<file path="src/rtl/conv_window_ctrl.sv">
// Address sequencer for the BNN convolution datapath: walks every KxK window of an
// IMG_H x IMG_W feature map (tap reads, then one output write per window) with stall support.
module conv_window_ctrl #(
   parameter int IMG_W  = 28,
   parameter int IMG_H  = 28,
   parameter int K      = 3,
   parameter int STRIDE = 1,
   parameter int ADDR_W = 5
) (
   input  logic              clk,
   input  logic              rst,
   input  logic              start,
   input  logic              en,
   output logic              busy,
   output logic              done,
   output logic              rd_en,
   output logic              first_tap,
   output logic [ADDR_W-1:0] graph_mem_rowaddr,
   output logic [ADDR_W-1:0] graph_mem_coladdr,
   output logic [ADDR_W-1:0] out_mem_rowaddr,
   output logic [ADDR_W-1:0] out_mem_coladdr,
   output logic              WR
);

   localparam int OUT_W = (IMG_W - K) / STRIDE + 1;
   localparam int OUT_H = (IMG_H - K) / STRIDE + 1;
   localparam int PW    = ADDR_W + $clog2(STRIDE) + 1;

   localparam logic [ADDR_W-1:0] ONE    = ADDR_W'(1);
   localparam logic [ADDR_W-1:0] ZERO   = ADDR_W'(0);
   localparam logic [ADDR_W-1:0] K_LAST = ADDR_W'(K - 1);
   localparam logic [ADDR_W-1:0] C_LAST = ADDR_W'(OUT_W - 1);
   localparam logic [ADDR_W-1:0] R_LAST = ADDR_W'(OUT_H - 1);

   typedef enum logic [1:0] {
      IDLE  = 2'd0,
      READ  = 2'd1,
      WRITE = 2'd2,
      DONE  = 2'd3
   } state_t;

   state_t            state_q, state_d;
   logic [ADDR_W-1:0] kr_q, kr_d, kc_q, kc_d;
   logic [ADDR_W-1:0] orow_q, orow_d, ocol_q, ocol_d;
   logic [PW-1:0]     g_row_full, g_col_full;
   logic              active;

   // State and counter registers
   always_ff @(posedge clk or posedge rst) begin
      if (rst) begin
         state_q <= IDLE;
         kr_q    <= ZERO;
         kc_q    <= ZERO;
         orow_q  <= ZERO;
         ocol_q  <= ZERO;
      end else begin
         state_q <= state_d;
         kr_q    <= kr_d;
         kc_q    <= kc_d;
         orow_q  <= orow_d;
         ocol_q  <= ocol_d;
      end
   end

   // Next-state and counter stepping; en=0 holds everything except the DONE pulse
   always_comb begin
      state_d = state_q;
      kr_d    = kr_q;
      kc_d    = kc_q;
      orow_d  = orow_q;
      ocol_d  = ocol_q;
      case (state_q)
         IDLE: begin
            if (start) begin
               state_d = READ;
               kr_d    = ZERO;
               kc_d    = ZERO;
               orow_d  = ZERO;
               ocol_d  = ZERO;
            end else begin
               state_d = IDLE;
            end
         end
         READ: begin
            if (en) begin
               if (kc_q == K_LAST) begin
                  kc_d = ZERO;
                  if (kr_q == K_LAST) begin
                     kr_d    = ZERO;
                     state_d = WRITE;
                  end else begin
                     kr_d = kr_q + ONE;
                  end
               end else begin
                  kc_d = kc_q + ONE;
               end
            end else begin
               state_d = READ;
            end
         end
         WRITE: begin
            if (en) begin
               kr_d = ZERO;
               kc_d = ZERO;
               if (orow_q == R_LAST && ocol_q == C_LAST) begin
                  state_d = DONE;
                  orow_d  = ZERO;
                  ocol_d  = ZERO;
               end else if (ocol_q == C_LAST) begin
                  state_d = READ;
                  ocol_d  = ZERO;
                  orow_d  = orow_q + ONE;
               end else begin
                  state_d = READ;
                  ocol_d  = ocol_q + ONE;
               end
            end else begin
               state_d = WRITE;
            end
         end
         DONE:    state_d = IDLE;
         default: state_d = IDLE;
      endcase
   end

   // Output decode from registers and en only; addresses forced to 0 outside READ/WRITE
   always_comb begin
      active     = (state_q == READ) || (state_q == WRITE);
      busy       = (state_q != IDLE);
      done       = (state_q == DONE);
      rd_en      = (state_q == READ) && en;
      first_tap  = rd_en && (kr_q == ZERO) && (kc_q == ZERO);
      WR         = (state_q == WRITE) && en;
      g_row_full = PW'(orow_q) * PW'(STRIDE) + PW'(kr_q);
      g_col_full = PW'(ocol_q) * PW'(STRIDE) + PW'(kc_q);
      if (active) begin
         graph_mem_rowaddr = g_row_full[ADDR_W-1:0];
         graph_mem_coladdr = g_col_full[ADDR_W-1:0];
         out_mem_rowaddr   = orow_q;
         out_mem_coladdr   = ocol_q;
      end else begin
         graph_mem_rowaddr = ZERO;
         graph_mem_coladdr = ZERO;
         out_mem_rowaddr   = ZERO;
         out_mem_coladdr   = ZERO;
      end
   end

endmodule

</file>
<file path="config.mk">
export PLATFORM = sky130hd
export DESIGN_NAME = conv_window_ctrl
export DESIGN_NICKNAME = d
export VERILOG_FILES = /design/src/rtl/conv_window_ctrl.sv
export SDC_FILE = /design/constraint.sdc
export NUM_CORES = 1
export LEC_CHECK = 0
export ABC_AREA = 1
export ABC_CLOCK_PERIOD_IN_PS = 1600
export CAP_MARGIN = 20
export CORE_MARGIN = 2
export CORE_UTILIZATION = 50
export DETAILED_ROUTE_END_ITERATION = 10
export GPL_ROUTABILITY_DRIVEN = 0
export GPL_TIMING_DRIVEN = 0
export PLACE_DENSITY = 0.77
export SETUP_SLACK_MARGIN = 0.02
export SLEW_MARGIN = 15
export SYNTH_ARGS = -nofsm -noshare
export SYNTH_HDL_FRONTEND = slang
export SYNTH_SLANG_ARGS = --single-unit
</file>
<file path="constraint.sdc">
create_clock -name clk -period 1.6 [get_ports clk]
set_input_delay 0.32 -clock clk [delete_from_list [all_inputs] [get_ports clk]]
set_output_delay 0.32 -clock clk [all_outputs]
set_load 0.01 [all_outputs]
</file>
; Word level (Yosys, flattened, before mapping)
; Cells that the tools add are included.
; Widths: inputs -> output; s select.
[word_totals]
ff_bits = 22
word_cells = 70
[classes]
add_sub_neg = 6
eq_ne = 14
n_mux = 28
n_reduce_logical = 17
[op_table]
columns = cell, n
row1 = $mux 5, 17
row2 = $pmux 5 s3, 2
row3 = $add 5x1->5 const B, 4
row4 = $pmux 5 s2, 2
row5 = $add 5x5->5, 2
row6 = $eq 5x2->1 const B, 2
row7 = $eq 5x5->1 const B, 2
row8 = $logic_not 5->1, 2
row9 = $mux 2, 5
row10 = $ne 3x3->1 const B, 3
row11 = $ne 2x2->1 const B, 4
row12 = $pmux 2 s4, 1
row13 = $reduce_and 4->1, 2
row14 = $logic_and 1x1->1, 5
row15 = $reduce_and 5->1, 1
row16 = $eq 2x2->1 const B, 2
row17 = $reduce_bool 2->1, 2
row18 = $reduce_and 3->1, 1
row19 = $reduce_bool 3->1, 1
row20 = $eq 2x1->1 const B, 1
row21 = $logic_not 2->1, 1
row22 = $reduce_and 2->1, 1
row23 = $logic_or 1x1->1, 1
row24 = $mux 1, 1

; Longest topological paths before layout
[depth]
word_depth = 5
depth_mapped = 10
mapped_depth_nobuf = 10

; Least setup slack after synthesis
; OpenSTA, ideal clock, no wires.
[synth_timing]
path_type = register to output
from = reg orow_q[0]
to = out graph_mem_rowaddr[4]
arrival_ps = 1494
slack_ps = -214
stages_incl_launch_ff = 11
cell_sequence = dfrtp_1 -> ha_1 -> inv_1 -> fa_1 -> inv_1 -> nand2_1 -> nand2_1 -> a21oi_1 -> nand2_1 -> nand2_1 -> nor2_1
[synth_between]
elab_chain_len = 2
[synth_lines]
columns = item, line_no
row1 = "start, declared", 44  ; logic [ADDR_W-1:0] orow_q, orow_d, ocol_q, ocol_d;
row2 = "start signal, assigned", 60  ; orow_q <= orow_d;
row3 = $add 5x5->5, 134  ; g_row_full = PW'(orow_q) * PW'(STRIDE) + PW'(kr_q);
row4 = $mux 5, 136  ; if (active) begin
row5 = "end, declared", 18  ; output logic [ADDR_W-1:0] graph_mem_rowaddr,
; Every way passes these cells.

; Worst setup path after layout
[layout_timing]
from = reg kc_q[0]
to = out graph_mem_coladdr[4]
[layout_between]
elab_chain_len = 2
[layout_lines]
columns = item, line_no
row1 = "start, declared", 43  ; logic [ADDR_W-1:0] kr_q, kr_d, kc_q, kc_d;
row2 = "start signal, assigned", 59  ; kc_q <= kc_d;
row3 = $add 5x5->5, 135  ; g_col_full = PW'(ocol_q) * PW'(STRIDE) + PW'(kc_q);
row4 = $mux 5, 136
row5 = "end, declared", 19  ; output logic [ADDR_W-1:0] graph_mem_coladdr,
; Every way passes these cells.

==> impl_metrics.env <==
export IMPL_die_width_um=67.5
export IMPL_worst_slack_ps=-720
export IMPL_pwr_share_comb_pct=75.8
export IMPL_synthesis_nets=320
export IMPL_clock_sink_count=22
export IMPL_grt_setup_unrepaired="yes"
export IMPL_drt_wirelength_per_cell_um=17.1
export IMPL_placementRows=23
export IMPL_die_area_um2=4560
export IMPL_cts_root_buffer_cell="sky130_fd_sc_hd__clkbuf_8"
export IMPL_post_route_period_util_pct=145
export IMPL_final_net_count=396
export IMPL_sequentialPowerShare_pct=16.3
export IMPL_n_antenna_cell=0
export IMPL_postSynthRegisterBits=22
export IMPL_initial_core_util_pct=51.2
export IMPL_worst_setup_path_startpoint="kc_q[0]"
export IMPL_rr_startpoint="state_q[1]"
export IMPL_ioPinCount=29
export IMPL_timing_reg2reg_setup_slack_ps=-150
export IMPL_final_hold_viol_count=0
export IMPL_path_delay_family="adder cells"
export IMPL_timing_critical_path_slowest_stage_cell="sky130_fd_sc_hd__dfrtp_1"
export IMPL_worstRegToRegCells=12
export IMPL_hold_path_class="in -> async"
export IMPL_max_slew_margin_rel_pct=39.0
export IMPL_antenna_violations_before_repair=0
export IMPL_reg2reg_to="kc_q[3]"
export IMPL_reported_max_cap_violation_count=0
export IMPL_fin_cells=414
export IMPL_count_of_final_max_slew_check_failures=0
export IMPL_area_grow_syn2layout_pct=56.0
export IMPL_p_int_w=0.00248
export IMPL_worst_slew_pin_slew_ps=913
export IMPL_drtPass1Iterations=6
export IMPL_path_common_cell="sky130_fd_sc_hd__nand2_1"
export IMPL_worstPathCellList="ha_2, inv_2, fa_2, inv_2, nand2_2, nand2_1, a21oi_2, nand2_1, nand2_1, nor2_2, buf_2"
export IMPL_clkSlewWorstSetupHoldPaths_ps=90
export IMPL_vias_in_the_first_global_route=1931
export IMPL_clk_latency_ps=270
export IMPL_initialDrtViolationCount=201
export IMPL_critical_path_n_buffers_inverters=3
export IMPL_crit_path_max_fanout=3
export IMPL_utilization_after_layout_pct=79.8
export IMPL_grt_first_pass_wirelength_mm=9.06
export IMPL_max_clock_freq_ghz=0.431
export IMPL_placeableCoreArea_um2=3940
export IMPL_grt_start_max_net_pins=23
export IMPL_synthDistinctLibCells=28
export IMPL_share_clk_of_total_power_pct=7.9
export IMPL_setup_worst_path_class="reg -> out"
export IMPL_htree_levels=1
export IMPL_post_cts_hold_buffer_count=0
export IMPL_vias=2328
export IMPL_netlist_area_before_placement_um2=2020
export IMPL_layout_drive_gt1_share_pct=51.1
export IMPL_register_area_um2=559
export IMPL_dp_cells=368
export IMPL_finalHoldWorstSlack_ps=560
export IMPL_detailedPlacementHpwl_mm=3.48
export IMPL_synthCells=290
export IMPL_startpoint_type="register"
export IMPL_grt_overflow=0
export IMPL_p_leak_nw=1.64
export IMPL_synth_area_per_cell_um2=6.95
export IMPL_p_per_area_nw_per_um2=1450
export IMPL_track_usage_pct=26.4
export IMPL_timing_critical_path_required_ps=1280
export IMPL_die_h_um=67.5
export IMPL_run_status="finished, violations left"
export IMPL_final_min_clock_period_ps=2320
export IMPL_fillCellCount=255
export IMPL_cts_buffers_inserted=3
export IMPL_area_taken_by_multi_input_logic_gates_um2=1540
export IMPL_worst_ir_drop_vdd_uv=1150
export IMPL_vias_per_inst=5.62
export IMPL_switching_fraction_pct=45.8
export IMPL_crit_path_end_kind="primary output"
export IMPL_yosysWarnings=0
export IMPL_p_switching_w=0.00209
export IMPL_fin_worst_skew_ps=5.06
export IMPL_crit_arrival_ps=2000
export IMPL_yosysSeqAreaShare_pct=27.3
export IMPL_ant_nets=0
export IMPL_timing_critical_path_slowest_cell_delay_ps=410
export IMPL_post_route_drc_count=0
export IMPL_finalSetupViolCount=42
export IMPL_violations="setup timing"
export IMPL_tritoncts="done"
export IMPL_io_buffers=28
export IMPL_postRouteWirelength_mm=7.07
export IMPL_cts_path_max_buffers=2
==> power by group through the flow <==
stage               logic (W)  clock network [W]  registers, W
floorplan             0.00117                  0      0.000740
global placement      0.00156                  0      0.000779
detailed placement    0.00160                  0      0.000787
CTS                   0.00293           0.000355      0.000739
global route          0.00365           0.000386      0.000750
finish                0.00347           0.000359      0.000747
==> metrics by stage <==
stage	worst slack, ps	setup TNS (ps)	total power, W	area (um^2)
after floorplan	-174	-330	0.00191	2050
after global placement	-780	-13980	0.00233	2390
after detailed placement	-811	-14890	0.00238	2390
after CTS	-577	-10560	0.00402	2890
after global routing	-730	-11120	0.00479	3150
final	-720	-8920	0.00457	3150
==> logic make-up after synthesis <==
family,after synthesis,synth area share [%]
flops,22,27.3
compound gates,30,9.06
simple gates,141,31.0
xor+xnor,6,2.61
buf+inv,65,13.2
fa+ha+maj,26,16.9
==> synth_stat cells (all sizes together) <==
cell type  instances  share of area, %
inv               56                10
nand3             21               5.2
dfrtp             22                27
o22ai              2              0.62
nand2             77                15
nor2              29               6.1
xor2               4               1.7
nor3               1              0.25
a21oi             10               2.5
ha                24                15
nand4              9               2.8
nor4               1              0.31
buf                9               2.7
xnor2              2              0.87
o21ai             18               6.0
fa                 2               2.0
nand3b             3               1.1
==> worst register-to-register path: stages, from the launching register on <==
cell and delay [ps]:
sky130_fd_sc_hd__dfrtp_1 380, sky130_fd_sc_hd__buf_6 110, sky130_fd_sc_hd__inv_4 40, sky130_fd_sc_hd__buf_6 120
sky130_fd_sc_hd__ha_4 160, sky130_fd_sc_hd__buf_6 120, sky130_fd_sc_hd__nand2_4 70, sky130_fd_sc_hd__nand2_4 50
sky130_fd_sc_hd__nor2_4 190, sky130_fd_sc_hd__o21ai_4 110, sky130_fd_sc_hd__buf_6 160, sky130_fd_sc_hd__nand2_4 80
sky130_fd_sc_hd__nor2_4 40
==> registers in the layout (all words and copies together) (netlist names) <==
signal   cells
ocol_q       5
kc_q         5
state_q      2
orow_q       5
kr_q         5
==> layer usage <==
metal | wire, um | track usage (%)
met5 | 0 | 0
met4 | 390 | 11.0
met3 | 432 | 3.17
met2 | 3630 | 47.5
met1 | 2620 | 31.5
==> what timing repair did <==
item                                    4_1_cts  5_1_grt
buffers inserted                             31       20
resized for setup                           193       69
cloned                                        3        0
pin swaps                                     8       31
endpoints found under the setup margin       35       44
==> how the worst max path moves through the flow <==
stage,cells past startpoint,endpoint,slack (ps)
3_3_place_gp,11,graph_mem_rowaddr[4],-780
5_1_grt,11,graph_mem_coladdr[4],-730
2_1_floorplan,10,graph_mem_rowaddr[4],-170
3_5_place_dp,11,graph_mem_rowaddr[4],-810
4_1_cts,11,graph_mem_coladdr[4],-580
6_report,11,graph_mem_coladdr[4],-720
==> layout by cell type, fill, tap and decap left out, types with 2 or more instances in the layout <==
cell type,instances
sky130_fd_sc_hd__a21oi_1,3
sky130_fd_sc_hd__a21oi_2,7
sky130_fd_sc_hd__buf_2,16
sky130_fd_sc_hd__buf_4,22
sky130_fd_sc_hd__buf_6,35
sky130_fd_sc_hd__buf_8,2
sky130_fd_sc_hd__clkbuf_8,3
sky130_fd_sc_hd__clkdlybuf4s50_1,2
sky130_fd_sc_hd__dfrtp_1,15
sky130_fd_sc_hd__dfrtp_2,7
sky130_fd_sc_hd__fa_2,2
sky130_fd_sc_hd__ha_1,16
sky130_fd_sc_hd__ha_2,2
sky130_fd_sc_hd__ha_4,6
sky130_fd_sc_hd__inv_1,32
sky130_fd_sc_hd__inv_2,20
sky130_fd_sc_hd__inv_4,3
sky130_fd_sc_hd__nand2_1,42
sky130_fd_sc_hd__nand2_2,21
sky130_fd_sc_hd__nand2_4,14
sky130_fd_sc_hd__nand3_1,17
sky130_fd_sc_hd__nand3_2,4
sky130_fd_sc_hd__nand3b_1,3
sky130_fd_sc_hd__nand4_1,9
sky130_fd_sc_hd__nor2_1,18
sky130_fd_sc_hd__nor2_2,6
sky130_fd_sc_hd__nor2_4,5
sky130_fd_sc_hd__o21ai_0,2
sky130_fd_sc_hd__o21ai_1,9
sky130_fd_sc_hd__o21ai_2,5
sky130_fd_sc_hd__o21ai_4,2
sky130_fd_sc_hd__o22ai_1,2
sky130_fd_sc_hd__xnor2_1,2
sky130_fd_sc_hd__xor2_1,4
==> layout make-up <==
cell class	count	area share, %
clock buffer	3	1.31
inverter	56	7.08
timing repair buffer	73	21.2
sequential	22	17.8
buffer	7	1.83
tap	50	1.99
multi-input combinational	203	48.8
Note: power is estimated with default switching activity, not from simulation.
